`config.mk`:
```
export PLATFORM = sky130hd
export DESIGN_NAME = cpu_state_core
export DESIGN_NICKNAME = d
export VERILOG_FILES = /design/src/rtl/cpu_pkg.sv /design/src/rtl/dmem_array.sv /design/src/rtl/cpu_state_core.sv
export SDC_FILE = /design/constraint.sdc
export NUM_CORES = 2
export LEC_CHECK = 0
export BUFFER_PORTS_ARGS = -buffer_cell sky130_fd_sc_hd__buf_2
export CAP_MARGIN = 20
export CORE_MARGIN = 4
export CORE_UTILIZATION = 35
export CTS_CLUSTER_SIZE = 28
export DETAILED_ROUTE_END_ITERATION = 8
export PLACE_DENSITY_LB_ADDON = 0.08
export SYNTH_ARGS = -nofsm -noshare
export SYNTH_HDL_FRONTEND = slang
export SYNTH_SLANG_ARGS = --single-unit
```
`constraint.sdc`:
```
create_clock -name clock -period 5.6 [get_ports clock]
set_input_delay 0.84 -clock clock [delete_from_list [all_inputs] [get_ports clock]]
set_output_delay 0.84 -clock clock [all_outputs]
set_load 0.05 [all_outputs]
```
`src/rtl/cpu_pkg.sv`:
```
`default_nettype none
// ============================================================================
//  Module      : cpu_pkg
//  Description : Shared constants for the CPU state slice: datapath width,
//                canonical NOP and HALT encodings, sequential PC step.
//  Revision    : 1.0 - initial release
// ============================================================================
package cpu_pkg;

    localparam int          XLEN       = 32;
    localparam logic [31:0] NOP_INSTR  = 32'h0000_0013;  // addi x0,x0,0
    localparam logic [31:0] HALT_INSTR = 32'hFFFF_FFFF;
    localparam logic [31:0] PC_STEP    = 32'd4;

endpackage : cpu_pkg
`default_nettype wire

```
`src/rtl/dmem_array.sv`:
```
`default_nettype none
// ============================================================================
//  Module      : dmem_array
//  Description : Word-addressed data memory. Combinational read, synchronous
//                write, synchronous reset that clears every word.
//  Ports       : clock      - rising-edge clock
//                reset      - synchronous active-high, clears all words
//                we         - write enable
//                index      - word index
//                write_data - word to store
//                read_data  - word at index, same cycle
//  Revision    : 1.0 - initial release
// ============================================================================
module dmem_array
    import cpu_pkg::*;
#(
    parameter int DMEM_DEPTH = 64,
    parameter int AW         = $clog2(DMEM_DEPTH)
) (
    input  logic            clock,
    input  logic            reset,
    input  logic            we,
    input  logic [AW-1:0]   index,
    input  logic [XLEN-1:0] write_data,
    output logic [XLEN-1:0] read_data
);

    logic [XLEN-1:0] memory [DMEM_DEPTH];

    // Reset clears the whole array and takes precedence over a write.
    always_ff @(posedge clock) begin
        if (reset) begin
            for (int i = 0; i < DMEM_DEPTH; i++) begin
                memory[i] <= '0;
            end
        end else if (we) begin
            memory[index] <= write_data;
        end
    end

    // Read shows the stored value; a write in this cycle appears after the edge.
    assign read_data = memory[index];

endmodule : dmem_array
`default_nettype wire

```
`src/rtl/cpu_state_core.sv`:
```
`default_nettype none
// ============================================================================
//  Module      : cpu_state_core
//  Description : Architectural state of a small RV32 core: program counter
//                with halt/jump/branch redirect, instruction register and a
//                word-indexed data memory.
//  Ports       : clock, reset (sync, active-high)
//                is_halt, is_jal, is_jalr, branch_taken - PC control
//                branch_target, jalr_target, imm_j      - redirect operands
//                program_counter_value                  - current PC
//                instruction_in / instruction_out       - IR load / contents
//                memory_we, address, write_data, read_data - data memory
//  Revision    : 1.0 - initial release
// ============================================================================
module cpu_state_core
    import cpu_pkg::*;
#(
    parameter int          DMEM_DEPTH = 64,
    parameter logic [31:0] RESET_PC   = 32'h0000_0000,
    parameter logic [31:0] IR_RESET   = 32'h0000_0013
) (
    input  logic        clock,
    input  logic        reset,
    input  logic        is_halt,
    input  logic        is_jal,
    input  logic        is_jalr,
    input  logic        branch_taken,
    input  logic [31:0] branch_target,
    input  logic [31:0] jalr_target,
    input  logic [31:0] imm_j,
    output logic [31:0] program_counter_value,
    input  logic [31:0] instruction_in,
    output logic [31:0] instruction_out,
    input  logic        memory_we,
    input  logic [31:0] address,
    input  logic [31:0] write_data,
    output logic [31:0] read_data
);

    localparam int c_AW = $clog2(DMEM_DEPTH);

    logic [XLEN-1:0] r_pc;
    logic [XLEN-1:0] r_ir;
    logic [XLEN-1:0] w_pc_next;
    logic [c_AW-1:0] w_index;
    logic            w_unused_addr;

    // Halt outranks every redirect; jal outranks jalr and branch.
    // All sums wrap modulo 2^32 by construction of the 32-bit width.
    always_comb begin
        w_pc_next = r_pc + PC_STEP;
        if (is_halt) begin
            w_pc_next = r_pc;
        end else if (is_jal) begin
            w_pc_next = r_pc + imm_j;
        end else if (is_jalr) begin
            w_pc_next = jalr_target & ~32'd1;
        end else if (branch_taken) begin
            w_pc_next = branch_target;
        end
    end

    // IR has no enable: it follows instruction_in even while halted.
    always_ff @(posedge clock) begin
        if (reset) begin
            r_pc <= RESET_PC;
            r_ir <= IR_RESET;
        end else begin
            r_pc <= w_pc_next;
            r_ir <= instruction_in;
        end
    end

    assign program_counter_value = r_pc;
    assign instruction_out       = r_ir;

    // Upper address bits alias onto the same words.
    assign w_index       = address[c_AW-1:0];
    assign w_unused_addr = ^address[XLEN-1:c_AW];

    dmem_array #(
        .DMEM_DEPTH (DMEM_DEPTH)
    ) u_dmem (
        .clock      (clock),
        .reset      (reset),
        .we         (memory_we),
        .index      (w_index),
        .write_data (write_data),
        .read_data  (read_data)
    );

endmodule : cpu_state_core
`default_nettype wire

```
==> reports/metrics.cfg <==
[run_status]
status=finished clean

[final_layout]
nNetsFinal=7505
fillCellCount=24380
syn2layout_area_growth_pct=16.87
fin_cells=11020
drive_gt1_frac=0.1666

[global_route]
grt.total_usage=0.2628
grt_first_pass_wirelength_mm=509.3
antenna_found_initial=31
gr-total-overflow=0
grt_pass1_vias=61350
grt_start_max_net_pins=65

[drt]
wl_mm=369.3
vias=61880
ant_nets=0
wl_per_cell_um=33.50
drt-initial-drc-count=6391
drc=0
routed_via_density=5.613
firstDrtPassIters=8

[power_and_ir_drop]
irDropWorstVdd_uv=270.6
power.density_nw_per_um2=337.6
p_leak_nw=37.71

[clocking]
clk_latency_ps=930
htreeDepth=4
cts_setup_buffers=0
tritoncts=built
clock_sinks=2112
hold_buffers=0
cts_buffer_depth=4
numCtsBuffers=240
ctsResizeCount=0
cts-root-buf=clkbuf_16
clk_pin_slew_ps=60

[synth]
synth_flop_cell=edfxtp_1
synth_area_per_cell_um2=13.29
async_flop_share=0
yosysTopAreaCellShare=0.6596
yosys.area.top_type=edfxtp_1
synth_cells=7014
ys_ff_latch=2112
synth_area_leaders=edfxtp_1, and2_1, a22oi_1
yosysMostFrequentCell=and2_1
synthTopCellsByCount=and2_1, edfxtp_1, clkbuf_1
yosys_warnings=0
synth_nets=7246
syn-cell-area_um2=93240
synth-edff-count=2048
synth.distinct_cells=74
seq_area_frac_synth=0.6733

[setup_path]
end_kind=primary output
crit_start=address[1]
crit_required_ps=4760
cpMaxStageDelayCell=nor4_1
critPathTopFamily=simple AND/OR/NAND/NOR gates
critPathMaxFanout=17
path_cells=buf_2, and3b_4, buf_12, buf_4, a22o_1, a221oi_1, a31oi_1, nor4_1, nand2_1, buf_2
critical_path.most_common_cell=buf_2
worstReg2RegStart=program_counter_value[0]$_SDFFE_PP0P_
path_class=primary input to primary output
slowest_delay_ps=900
crit_buf_inv=4
crit_arrival_ps=4590
cp-start-kind=primary input

[timing]
worst_slew_pin_slew_ps=1255
fmaxAchievable_mhz=184.0
clock_skew_ps=50.42
finalSetupViolations=0
slew_violations=0
hold_ws_ps=134.4
period_needed_ps=5433
finalCritPeriodShare=0.9703
rsz0062_at_grt=false
slew-limit-headroom=0.1559
hold_violations=0
finalWorstSetupSlack_ps=166.5

[placement]
io_buffers=267
placed_cells=10560
gp_congestion=0.8371
place_hpwl_mm=219.2
pre_cts_ws_ps=200.2

[floorplan]
dieArea_um2=274700
die_h_um=524.1
coreArea_um2=265100
start_util=0.3517
num_rows=189
pin_count=295
die_w_um=524.1

[worst_hold_path]
min_path_type=primary input to flip-flop
worstHoldStart=instruction_in[1]

[run]
drv_cap=0

routing by layer:
metal	vias up	wire length, um	GRT usage
met4	8	12580	0.08266
li1	26770	-	-
met5	-	50	0
met1	32480	157700	0.3590
met3	443	22500	0.03548
met2	2179	176400	0.4349
cell usage in the layout, fill, tap and decap left out, types with 82 or more instances in the layout:
master and count:
clkbuf_16 242, and2_1 2056, buf_2 267, a21oi_1 109, a31oi_1 197, edfxtp_1 2048
a221oi_1 199, a22oi_1 638, nand2_1 82, a22o_1 194, buf_4 432
sequential cells by signal, summed over array words and instances (netlist names):
signal	cells
instruction_out	32
program_counter_value	32
u_dmem.memory	2048
report_power, final:
part           internal (W)  leakage [nW]  switching (W)  total (W)
sequential           0.0181          20.0       0.000268     0.0184
combinational      0.000802          14.1        0.00237    0.00317
clock               0.00863          3.62        0.00660     0.0152
cells by family after synthesis:
| logic type | Yosys count | share of synthesized area |
|---|---|---|
| muxes | 19 | 0.002093 |
| xor gates and xnor gates | 43 | 0.004039 |
| and+or+nand+nor | 2505 | 0.1628 |
| buffers and inverters | 750 | 0.03034 |
| DFF | 2112 | 0.6733 |
| AOI/OAI and AO/OA | 1552 | 0.1229 |
| adders and majority gates | 33 | 0.004509 |
stage by stage:
stage	TNS, ps	utilization	area (um^2)	total power (W)
final	0	0.4110	109000	0.03679
after floorplan	0	-	93240	0.02024
after CTS	0	0.4107	108900	0.03704
after detailed placement	0	0.3828	101500	0.02190
after global routing	0	0.4108	108900	0.03789
after global placement	-389.3	0.3827	101400	0.02187
final timing paths:
path	cells past startpoint	to	slack, ps
worst min register to register	2	program_counter_value[0]$_SDFFE_PP0P_	540
worst min-delay path	2	instruction_out[1]$_SDFF_PP1_	130
worst max-delay path	10	read_data[21]	170
worst max register to register	10	program_counter_value[20]$_SDFFE_PP0N_	2290
final cells by class:
cell class | count | area [um^2] | area share
diodes | 25 | 62.56 | 0.0005742
clock buffers | 309 | 6384 | 0.05859
clock inverters | 125 | 1013 | 0.009301
inverters | 17 | 68.82 | 0.0006316
multi-input cells | 4152 | 28630 | 0.2628
flip-flops and latches | 2112 | 62780 | 0.5762
well taps | 3533 | 4420 | 0.04057
repair buffers | 750 | 5600 | 0.05140
(Power assumes the default switching activity.)
